`src/rtl/instr_encoder.sv`:
```
// Instruction encoder: packs DP/LDR/STR/B fields into 32-bit words, queues them
// in a 4-entry FIFO and streams them to instruction memory at an auto-incrementing address.
module instr_encoder (
    input  logic        clk,
    input  logic        rst,
    input  logic        in_valid,
    output logic        in_ready,
    input  logic [2:0]  in_kind,
    input  logic [3:0]  in_cmd,
    input  logic [3:0]  in_rn,
    input  logic [3:0]  in_rd,
    input  logic [3:0]  in_rm,
    input  logic [23:0] in_imm,
    input  logic        base_load,
    input  logic [7:0]  base_addr,
    input  logic        mem_ready,
    output logic        mem_we,
    output logic [7:0]  mem_addr,
    output logic [31:0] mem_wdata,
    output logic [2:0]  level,
    output logic        err,
    output logic        wrap
);

    localparam logic [2:0] KIND_B       = 3'b110;
    localparam logic [2:0] KIND_ILLEGAL = 3'b111;
    localparam logic [2:0] FIFO_DEPTH   = 3'd4;

    logic [31:0] fifo_q [0:3];
    logic [1:0]  rd_ptr_q, rd_ptr_d;
    logic [1:0]  wr_ptr_q, wr_ptr_d;
    logic [2:0]  level_q,  level_d;
    logic [7:0]  addr_q,   addr_d;
    logic        err_q,    err_d;
    logic        wrap_q,   wrap_d;

    logic [31:0] enc_word;
    logic        accept;
    logic        push;
    logic        pop;

    always_comb begin
        enc_word        = '0;
        enc_word[31:28] = 4'b1110;
        if (in_kind == KIND_B) begin
            enc_word[27:26] = 2'b10;
            enc_word[23:0]  = in_imm;
        end else begin
            // kind[2:1]==00 is DP, otherwise a memory op; kind[0] selects the I form
            enc_word[27:26] = (in_kind[2:1] == 2'b00) ? 2'b00 : 2'b01;
            enc_word[25]    = in_kind[0];
            enc_word[24:21] = in_cmd;
            enc_word[20]    = in_kind[2];
            enc_word[19:16] = in_rn;
            enc_word[15:12] = in_rd;
            if (in_kind[0]) begin
                enc_word[7:0] = in_imm[7:0];
            end else begin
                enc_word[3:0] = in_rm;
            end
        end
    end

    assign in_ready = (level_q != FIFO_DEPTH);
    assign accept   = in_valid && in_ready;
    assign push     = accept && (in_kind != KIND_ILLEGAL);
    assign pop      = (level_q != 3'd0) && mem_ready;

    always_comb begin
        rd_ptr_d = rd_ptr_q;
        wr_ptr_d = wr_ptr_q;
        level_d  = level_q;
        addr_d   = addr_q;
        err_d    = err_q;
        wrap_d   = wrap_q;

        if (push) begin
            wr_ptr_d = wr_ptr_q + 2'd1;
        end
        if (pop) begin
            rd_ptr_d = rd_ptr_q + 2'd1;
        end
        if (push && !pop) begin
            level_d = level_q + 3'd1;
        end else if (pop && !push) begin
            level_d = level_q - 3'd1;
        end

        // An explicit base load overrides the post-write increment
        if (base_load) begin
            addr_d = base_addr;
        end else if (pop) begin
            addr_d = addr_q + 8'd1;
            if (addr_q == 8'hFF) begin
                wrap_d = 1'b1;
            end
        end

        if (accept && (in_kind == KIND_ILLEGAL)) begin
            err_d = 1'b1;
        end
    end

    always_ff @(posedge clk) begin
        if (!rst) begin
            rd_ptr_q <= '0;
            wr_ptr_q <= '0;
            level_q  <= '0;
            addr_q   <= '0;
            err_q    <= 1'b0;
            wrap_q   <= 1'b0;
        end else begin
            rd_ptr_q <= rd_ptr_d;
            wr_ptr_q <= wr_ptr_d;
            level_q  <= level_d;
            addr_q   <= addr_d;
            err_q    <= err_d;
            wrap_q   <= wrap_d;
        end
    end

    always_ff @(posedge clk) begin
        if (rst && push) begin
            fifo_q[wr_ptr_q] <= enc_word;
        end
    end

    assign mem_we    = (level_q != 3'd0);
    // Stale storage is masked so an empty queue always presents zero data
    assign mem_wdata = mem_we ? fifo_q[rd_ptr_q] : '0;
    assign mem_addr  = addr_q;
    assign level     = level_q;
    assign err       = err_q;
    assign wrap      = wrap_q;

endmodule

```
`config.mk`:
```
export PLATFORM = sky130hd
export DESIGN_NAME = instr_encoder
export DESIGN_NICKNAME = d
export VERILOG_FILES = /design/src/rtl/instr_encoder.sv
export SDC_FILE = /design/constraint.sdc
export NUM_CORES = 1
export LEC_CHECK = 0
export BUFFER_PORTS_ARGS = -buffer_cell sky130_fd_sc_hd__buf_2
export CAP_MARGIN = 0
export CORE_MARGIN = 10
export CORE_UTILIZATION = 40
export DETAILED_ROUTE_END_ITERATION = 12
export GPL_TIMING_DRIVEN = 0
export PLACE_DENSITY = 0.65
export RECOVER_POWER = 50
export SLEW_MARGIN = 5
export SYNTH_ARGS = -nofsm -noshare
export SYNTH_HDL_FRONTEND = slang
export SYNTH_SLANG_ARGS = --single-unit
```
`constraint.sdc`:
```
create_clock -name clk -period 4.6 [get_ports clk]
set_clock_uncertainty 0.05 [all_clocks]
set_input_delay 0.46 -clock clk [delete_from_list [all_inputs] [get_ports clk]]
set_output_delay 0.46 -clock clk [all_outputs]
set_load 0.01 [all_outputs]
```
==> results of run 1 <==
## flip-flops by register name (all words and copies together), names as in the netlist, named ones only
register  count
wrap          1
rd_ptr_q      2
fifo_q      112
level         3
mem_addr      8
err           1
wr_ptr_q      2
## critical path, cell delays in order, from the launching register on
cell and delay, ns:
dfxtp_1 0.52, or3b_1 0.20, and3b_1 0.16, clkbuf_1 0.29, and3_1 1.20
## where the power goes
part           total [W]  leakage (nW)  internal, W  switching [W]
clock network    0.00128         0.272     0.000792       0.000485
logic            0.00103         0.969     0.000465       0.000570
registers        0.00143          1.18      0.00138      0.0000529
## logic make-up after synthesis
kind of cell             synth area share
other                            0.000684
flip-flops                          0.683
XOR/XNOR                          0.00958
buffers and inverters              0.0221
AND/OR/NAND/NOR                    0.0787
AO/OA/AOI/OAI                      0.0356
multiplexers                        0.153
adder cells (fa/ha/maj)            0.0173
## layer usage
layer	GRT usage	up-vias
met2	0.203	107
met1	0.151	1565
met5	0	-
met3	0.0455	12
li1	-	1486
met4	0.0509	0
## final timing paths
path                                 endpoint  slack (ns)
worst max-delay path            fifo_q[3][18]        1.76
worst min-delay path                      err        0.26
worst max register to register  fifo_q[3][18]        1.76
worst min register to register           wrap        0.43
## placed cells by master (no fill, tap or decap), drive strengths merged, types with 3 or more instances in the layout
cell,instances
or4,3
o311ai,3
clkbuf,43
and2,4
nor2b,33
a31oi,5
a21oi,4
nand2,7
ha,6
dfxtp,19
and3,5
xor2,6
buf,94
nor2,11
clkinvlp,3
mux2i,4
clkinv,7
o31ai,4
edfxtp,112
mux4,28
mux2,15
inv,8
o21ai,8
## layout make-up
type | instances | area, µm² | share of cell area
buffer | 18 | 92.6 | 0.0137
clock buffer | 18 | 429 | 0.0636
clock inverter | 13 | 138 | 0.0204
inverter | 7 | 26.3 | 0.00389
multi-input combinational | 165 | 1610 | 0.239
sequential | 131 | 3740 | 0.555
tap | 176 | 220 | 0.0326
timing repair buffer | 101 | 485 | 0.0720
## metrics by stage
step	hold slack [ns]	utilization	power [W]	cells
6_report	0.255	0.505	0.00374	629
5_1_grt	0.255	0.505	0.00394	629
4_1_cts	0.248	0.508	0.00381	629
3_5_place_dp	0.416	0.466	0.00254	598
3_3_place_gp	0.392	0.465	0.00252	598
2_1_floorplan	0.418	-	0.00212	321
==> impl_metrics.csv, run 1 <==
group,metric,value,unit
setup_path,worstRegToRegCells,4,
route,dr.pass1.iters,4,
setup_path,critical_path_class,"reg -> reg",
synthesis,syn_area,5480,µm²
place,post-dp-hpwl,7640,µm
timing,max_freq,352,MHz
setup_path,r2r_start,"level[0]",
setup_path,end_kind,"register",
place,place.gp.congestion,0.751,
clock_tree,clockBufferDepth,2,
route,topRoutingLayerUsed,"met4",
floorplan,die-area,18800,µm²
setup_path,crit_required,4.56,ns
synthesis,synth_top_area_share,0.613,
global_route,grt_max_degree,29,
global_route,grt_pass1_vias,3332,
timing,hold_viol,0,
timing,maxSlewViolCount,0,
setup_path,crit_fanout,28,
clock_tree,cts_resized,0,
timing,slew_headroom,0.0274,
finish,layout.nets,504,
timing,setup_viol,0,
route,avgViaCountPerCell,5.04,
route,drt-wirelength-per-cell,18.5,µm
clock_tree,clock_latency,0.41,ns
route,wl_met1,4880,µm
timing,setup_tns,0,ns
synthesis,ys_ff_latch,131,
route,wl,11600,µm
clock_tree,cts_hold_buf,0,
min_path,min_path_type,"in -> reg",
synthesis,yosysWarnings,0,
timing,layout_setup_ws,1.76,ns
route,drt_iter0_markers,190,
pwr,cellPowerDensity,555,nW/µm²
place,place_area,6210,µm²
finish,fillers,1161,
timing,period_share,0.617,
synthesis,synth_largest_area_cell,"edfxtp_1",
finish,syn_to_final_growth,23.0,%
clock_tree,htree_levels,4,
global_route,grt_first_pass_wirelength,17800,µm
floorplan,die_x,137,µm
global_route,track_usage,0.126,
route,via_count,3170,
synthesis,async_reset_ff_frac,0,
clock_tree,cts_buffers,17,
finish,drive_above_1_share,0.340,
floorplan,floorplan.initialDensity,0.411,
floorplan,core,13300,µm²
synthesis,syn_avg_cell_area,17.1,µm²
setup_path,crit_path_start,"level[0]",
min_path,hp-start,"in_valid",
finish,num_antenna_cells,0,
synthesis,syn-num-nets,384,
route,drcViolationCount,0,
synthesis,synth.area.top_cells,"edfxtp_1 (61%), mux4_2 (12%), dfxtp_1 (6.9%), nor2b_1 (3.8%), mux2_2 (3.1%)",
synthesis,synth.distinct_cells,39,
timing,fin_crit,2.84,ns
synthesis,yosysMostFrequentCell,"edfxtp_1",
synthesis,synth_edf_count,112,
outcome,run_status,"complete, no violations",
clock_tree,post-cts-setup-buffers,0,
place,dp_slack,2.07,ns
pwr,ir_worst_vdd,0.233,mV
clock_tree,clkTransAtPathRegs,0.05,ns
finish,final_cell_area,6750,µm²
synthesis,syn_inst,321,
place,io_buffers,101,
pwr,power.leakage,2.42,nW
clock_tree,cts-root-buf,"clkbuf_16",
global_route,antenna_found_initial,0,
clock_tree,cts_tree,"done",
setup_path,worstPathArrival,2.80,ns
route,ant_nets,0,
flow_run,maxCapViolCount,0,
min_path,hold_path_depth,3,
timing,rsz0062_at_grt,"false",
global_route,overflow,0,
floorplan,die_h,137,µm
timing,tightest_slew,1.46,ns
route,routed-wl-met3,949,µm
floorplan,io_pins,103,
route,routed-wl-met2,5700,µm
setup_path,start_kind,"register",
synthesis,seq_area_frac_synth,0.683,
synthesis,ys.flop_type,"edfxtp_1",
floorplan,rows,42,
clock_tree,clkSinkCount,131,
synthesis,synth_common_cells,"edfxtp_1 (112), nor2b_1 (33), mux4_2 (28), dfxtp_1 (19), mux2_2 (15)",
(Power assumes the default switching activity.)
==> inputs of run 2 (changes only) <==
--- a/config.mk
+++ b/config.mk
@@ -11,7 +11,7 @@
 export CORE_UTILIZATION = 40
 export DETAILED_ROUTE_END_ITERATION = 12
 export GPL_TIMING_DRIVEN = 0
-export PLACE_DENSITY = 0.65
+export PLACE_DENSITY = 0.67
 export RECOVER_POWER = 50
 export SLEW_MARGIN = 5
 export SYNTH_ARGS = -nofsm -noshare
==> constraint.sdc (replaced) <==
create_clock -name clk -period 2.4 [get_ports clk]
set_clock_uncertainty 0.05 [all_clocks]
set_input_delay 0.24 -clock clk [delete_from_list [all_inputs] [get_ports clk]]
set_output_delay 0.24 -clock clk [all_outputs]
set_load 0.01 [all_outputs]
==> impl_metrics.csv, run 2 (synthesis results as in run 1) <==
group,metric,value,unit
outcome,run_status,"complete, no violations",
global_route,track_usage,0.129,
route,topRoutingLayerUsed,"met4",
clock_tree,post-cts-setup-buffers,0,
finish,top_register,"fifo_q",
setup_path,critical_path_class,"reg -> reg",
route,drt-wirelength-per-cell,18.7,µm
clock_tree,clkSinkCount,131,
route,routed-wl-met2,6020,µm
timing,setup_tns,0,ns
place,dp.cells,598,
route,wl,11800,µm
clock_tree,clockBufferDepth,2,
route,ant_nets,0,
global_route,grt_first_pass_wirelength,18100,µm
finish,num_antenna_cells,0,
clock_tree,cts_buffers,17,
setup_path,worstPathArrival,2.62,ns
clock_tree,htree_levels,4,
setup_path,crit_fanout,9,
timing,fin_crit,2.34,ns
clock_tree,cts-root-buf,"clkbuf_16",
finish,fillers,1140,
min_path,min_path_type,"in -> reg",
route,drt_iter0_markers,114,
clock_tree,cts_resized,11,
route,avgViaCountPerCell,4.98,
route,routed-wl-met3,909,µm
flow_run,maxCapViolCount,0,
pwr,p_comb_frac,0.289,
route,drcViolationCount,0,
global_route,grt_max_degree,29,
floorplan,io_pins,103,
place,io_buffers,101,
pwr,cellPowerDensity,1050,nW/µm²
timing,period_share,0.976,
clock_tree,clock_latency,0.40,ns
timing,hold_viol,0,
clock_tree,cts_tree,"done",
timing,rsz0062_at_grt,"true",
finish,syn_to_final_growth,23.5,%
timing,tightest_slew,1.08,ns
pwr,p_switching,0.00211,W
place,dp_slack,-0.157,ns
floorplan,floorplan.initialDensity,0.411,
finish,largest_reg_flops,112,
pwr,p_seq_frac,0.390,
timing,max_freq,427,MHz
floorplan,die-area,18800,µm²
clock_tree,cts_hold_buf,0,
setup_path,end_kind,"register",
route,wl_met1,4730,µm
floorplan,core,13300,µm²
route,via_count,3137,
floorplan,die_h,137,µm
global_route,grt_pass1_vias,3424,
pwr,intPower,0.00501,W
finish,layout.nets,504,
place,post-dp-hpwl,7690,µm
pwr,clkPwrFrac,0.321,
clock_tree,clkTransAtPathRegs,0.06,ns
finish,mostFrequentLayoutCells,"edfxtp_1 (112), buf_2 (92), nor2b_1 (33)",
finish,final_common_cell,"edfxtp_1",
timing,layout_setup_ws,0.0588,ns
place,place.gp.congestion,0.776,
finish,instances_no_fill,630,
global_route,antenna_found_initial,1,
setup_path,start_kind,"register",
timing,slew_headroom,0.281,
setup_path,crit_required,2.68,ns
timing,maxSlewViolCount,0,
floorplan,rows,42,
global_route,overflow,0,
pwr,netSwitchingFraction,0.296,
pwr,power.leakage,2.44,nW
route,dr.pass1.iters,4,
timing,setup_viol,0,
finish,drive_above_1_share,0.372,
floorplan,die_x,137,µm
pwr,ir_worst_vdd,0.516,mV
==> run 2: changes by cell type in the layout (fill, tap and decap cells not counted), moves of 3 or more <==
cell,before,now
buf_2,87,92
mux2_2,0,3
clkbuf_1,26,22
dfxtp_4,0,3
mux2_1,15,12
dfxtp_1,19,16
==> run 2: power by group through the flow <==
stage                     combinational [W]  sequential, W  clock [W]
after CTS                           0.00210        0.00276    0.00233
after global routing                0.00228        0.00279    0.00244
after global placement              0.00202        0.00279          0
after detailed placement            0.00207        0.00279          0
final                               0.00206        0.00277    0.00228
after floorplan                     0.00129        0.00278          0
==> run 2: cell type report <==
type	instances	area, µm²	area share
flip-flops and latches	131	3750	0.554
multi-input cells	165	1630	0.241
repair buffers	101	490	0.0724
clock buffers	21	440	0.0650
well taps	176	220	0.0325
plain buffers	18	118	0.0174
clock inverters	11	88.8	0.0131
inverters	7	26.3	0.00388
==> run 2: metrics by stage <==
| step | util | cell area (µm²) | total power [W] | hold WS [ns] |
|---|---|---|---|---|
| finish | 0.507 | 6770 | 0.00711 | 0.0368 |
| global route | 0.507 | 6770 | 0.00751 | 0.0556 |
| CTS | 0.507 | 6770 | 0.00720 | 0.0220 |
| detailed placement | 0.466 | 6210 | 0.00486 | 0.402 |
| global placement | 0.465 | 6210 | 0.00481 | 0.394 |
| floorplan | - | 5480 | 0.00407 | 0.328 |
==> run 2: path summary, 6_finish.rpt <==
kind,start,endpoint,slack (ns),cells after the start
worst min register to register,err,err,0.42,2
worst min-delay path,in_valid,err,0.04,3
worst max register to register,level[0],level[2],0.06,9
worst max-delay path,level[0],level[2],0.06,9
==> run 2: worst max-delay path: stages (launching register included) <==
cell,delay (ns)
dfxtp_4,0.38
or3b_1,0.42
and3b_1,0.20
clkbuf_4,0.17
ha_1,0.23
inv_1,0.07
fa_1,0.17
xor2_1,0.07
or3_1,0.33
a21oi_2,0.16
==> run 2: per-layer routing <==
layer,up-vias,global-route usage
met5,-,0
met4,0,0.0474
met3,12,0.0510
met2,85,0.220
met1,1550,0.141
li1,1490,-
==> inputs of run 3 (changes only) <==
==> constraint.sdc (replaced) <==
create_clock -name clk -period 2.1 [get_ports clk]
set_clock_uncertainty 0.05 [all_clocks]
set_input_delay 0.21 -clock clk [delete_from_list [all_inputs] [get_ports clk]]
set_output_delay 0.21 -clock clk [all_outputs]
set_load 0.01 [all_outputs]
==> impl_metrics.csv, run 3 (synthesis results as in run 1) <==
group,metric,value,unit
finish,instances_no_fill,644,
route,drt_iter0_markers,211,
clock_tree,clock_latency,0.40,ns
floorplan,io_pins,103,
finish,final_common_cell,"edfxtp_1",
setup_path,worstPathArrival,2.39,ns
place,place.gp.congestion,0.762,
global_route,antenna_found_initial,1,
finish,fillers,1093,
global_route,overflow,0,
outcome,run_status,"complete, but fails checks",
global_route,grt_max_degree,29,
finish,syn_to_final_growth,33.0,%
outcome,violations,"setup timing",
clock_tree,clkSinkCount,131,
setup_path,critical_path_class,"reg -> reg",
clock_tree,cts_tree,"done",
finish,num_antenna_cells,0,
timing,tightest_slew,1.07,ns
timing,maxSlewViolCount,0,
timing,period_share,1.01,
floorplan,rows,42,
timing,slew_headroom,0.288,
setup_path,end_kind,"register",
global_route,grt_first_pass_wirelength,18300,µm
global_route,grt_pass1_vias,3449,
finish,top_register,"fifo_q",
route,drt-wirelength-per-cell,18.7,µm
flow_run,maxCapViolCount,0,
timing,rsz0062_at_grt,"true",
route,via_count,3281,
route,ant_nets,0,
pwr,intPower,0.00672,W
pwr,netSwitchingFraction,0.287,
pwr,p_seq_frac,0.336,
route,avgViaCountPerCell,5.09,
finish,mostFrequentLayoutCells,"edfxtp_1 (112), buf_2 (77), mux4_2 (28)",
floorplan,die_h,137,µm
pwr,cellPowerDensity,1290,nW/µm²
place,dp.cells,598,
timing,fin_crit,2.12,ns
finish,layout.nets,520,
floorplan,die-area,18800,µm²
min_path,min_path_type,"in -> reg",
clock_tree,cts-root-buf,"clkbuf_16",
pwr,p_switching,0.00270,W
place,io_buffers,101,
timing,max_freq,473,MHz
pwr,p_comb_frac,0.344,
route,drcViolationCount,0,
timing,setup_tns,-0.0152,ns
clock_tree,htree_levels,4,
pwr,clkPwrFrac,0.320,
pwr,power.leakage,2.67,nW
clock_tree,clockBufferDepth,2,
timing,layout_setup_ws,-0.0152,ns
setup_path,start_kind,"register",
finish,largest_reg_flops,112,
finish,drive_above_1_share,0.451,
floorplan,core,13300,µm²
floorplan,die_x,137,µm
global_route,track_usage,0.129,
pwr,ir_worst_vdd,0.631,mV
setup_path,crit_fanout,6,
route,wl,12000,µm
clock_tree,cts_hold_buf,0,
place,post-dp-hpwl,7770,µm
setup_path,crit_required,2.38,ns
clock_tree,cts_buffers,17,
timing,setup_viol,1,
route,dr.pass1.iters,4,
timing,hold_viol,0,
clock_tree,clkTransAtPathRegs,0.06,ns
floorplan,floorplan.initialDensity,0.411,
run 3: worst max-delay path, stage by stage, from the launching register on:
cell and delay, ns:
dfxtp_4 0.37, or3b_4 0.24, and3b_1 0.16, buf_6 0.12
ha_4 0.13, inv_2 0.04, fa_2 0.34, xor2_1 0.15
or3_1 0.31, a21oi_1 0.12
run 3: cell type report:
class                      instances  area, µm²  share of cell area
timing repair buffer             117        744               0.102
tap                              176        220              0.0302
multi-input combinational        165       1770               0.243
inverter                           7       26.3             0.00360
sequential                       131       3760               0.515
clock buffer                      17        425              0.0584
clock inverter                    13        185              0.0254
buffer                            18        164              0.0225
run 3: path summary, 6_finish.rpt:
check,from,endpoint,slack [ns],depth (start not counted)
max reg2reg,level[2],level[2],-0.02,9
max,level[2],level[2],-0.02,9
min reg2reg,err,err,0.42,2
min,in_valid,err,0.03,3
run 3: timing repair:
item                                    4_1_cts  5_1_grt
resized for setup                            24       43
pin swaps                                     3        1
endpoints found under the setup margin      110      143
setup buffers                                13        1
gates cloned                                  0        2
run 3: layer usage:
layer  share of wire  wire length [µm]  GRT usage
met1            0.42              5050      0.146
met2            0.49              5920      0.217
met3           0.082               993     0.0554
met5         0.00075                 9          0
met4          0.0061                73     0.0357
run 3: power by group through the flow:
stage | combinational (W) | clock, W | sequential [W]
finish | 0.00324 | 0.00302 | 0.00317
global route | 0.00349 | 0.00320 | 0.00319
CTS | 0.00272 | 0.00307 | 0.00315
detailed placement | 0.00240 | 0 | 0.00321
global placement | 0.00236 | 0 | 0.00320
floorplan | 0.00151 | 0 | 0.00320
run 3: per-stage QoR:
step / utilization / power (W) / instance area [µm²] / hold slack (ns) / setup slack [ns]
2_1_floorplan: - / 0.00471 / 5520 / 0.298 / 0.00336
3_3_place_gp: 0.468 / 0.00557 / 6250 / 0.400 / -0.528
3_5_place_dp: 0.469 / 0.00561 / 6250 / 0.406 / -0.0959
4_1_cts: 0.528 / 0.00893 / 7050 / 0.00827 / -0.0153
5_1_grt: 0.546 / 0.00987 / 7290 / 0.0246 / -0.0832
6_report: 0.546 / 0.00943 / 7290 / 0.0281 / -0.0152
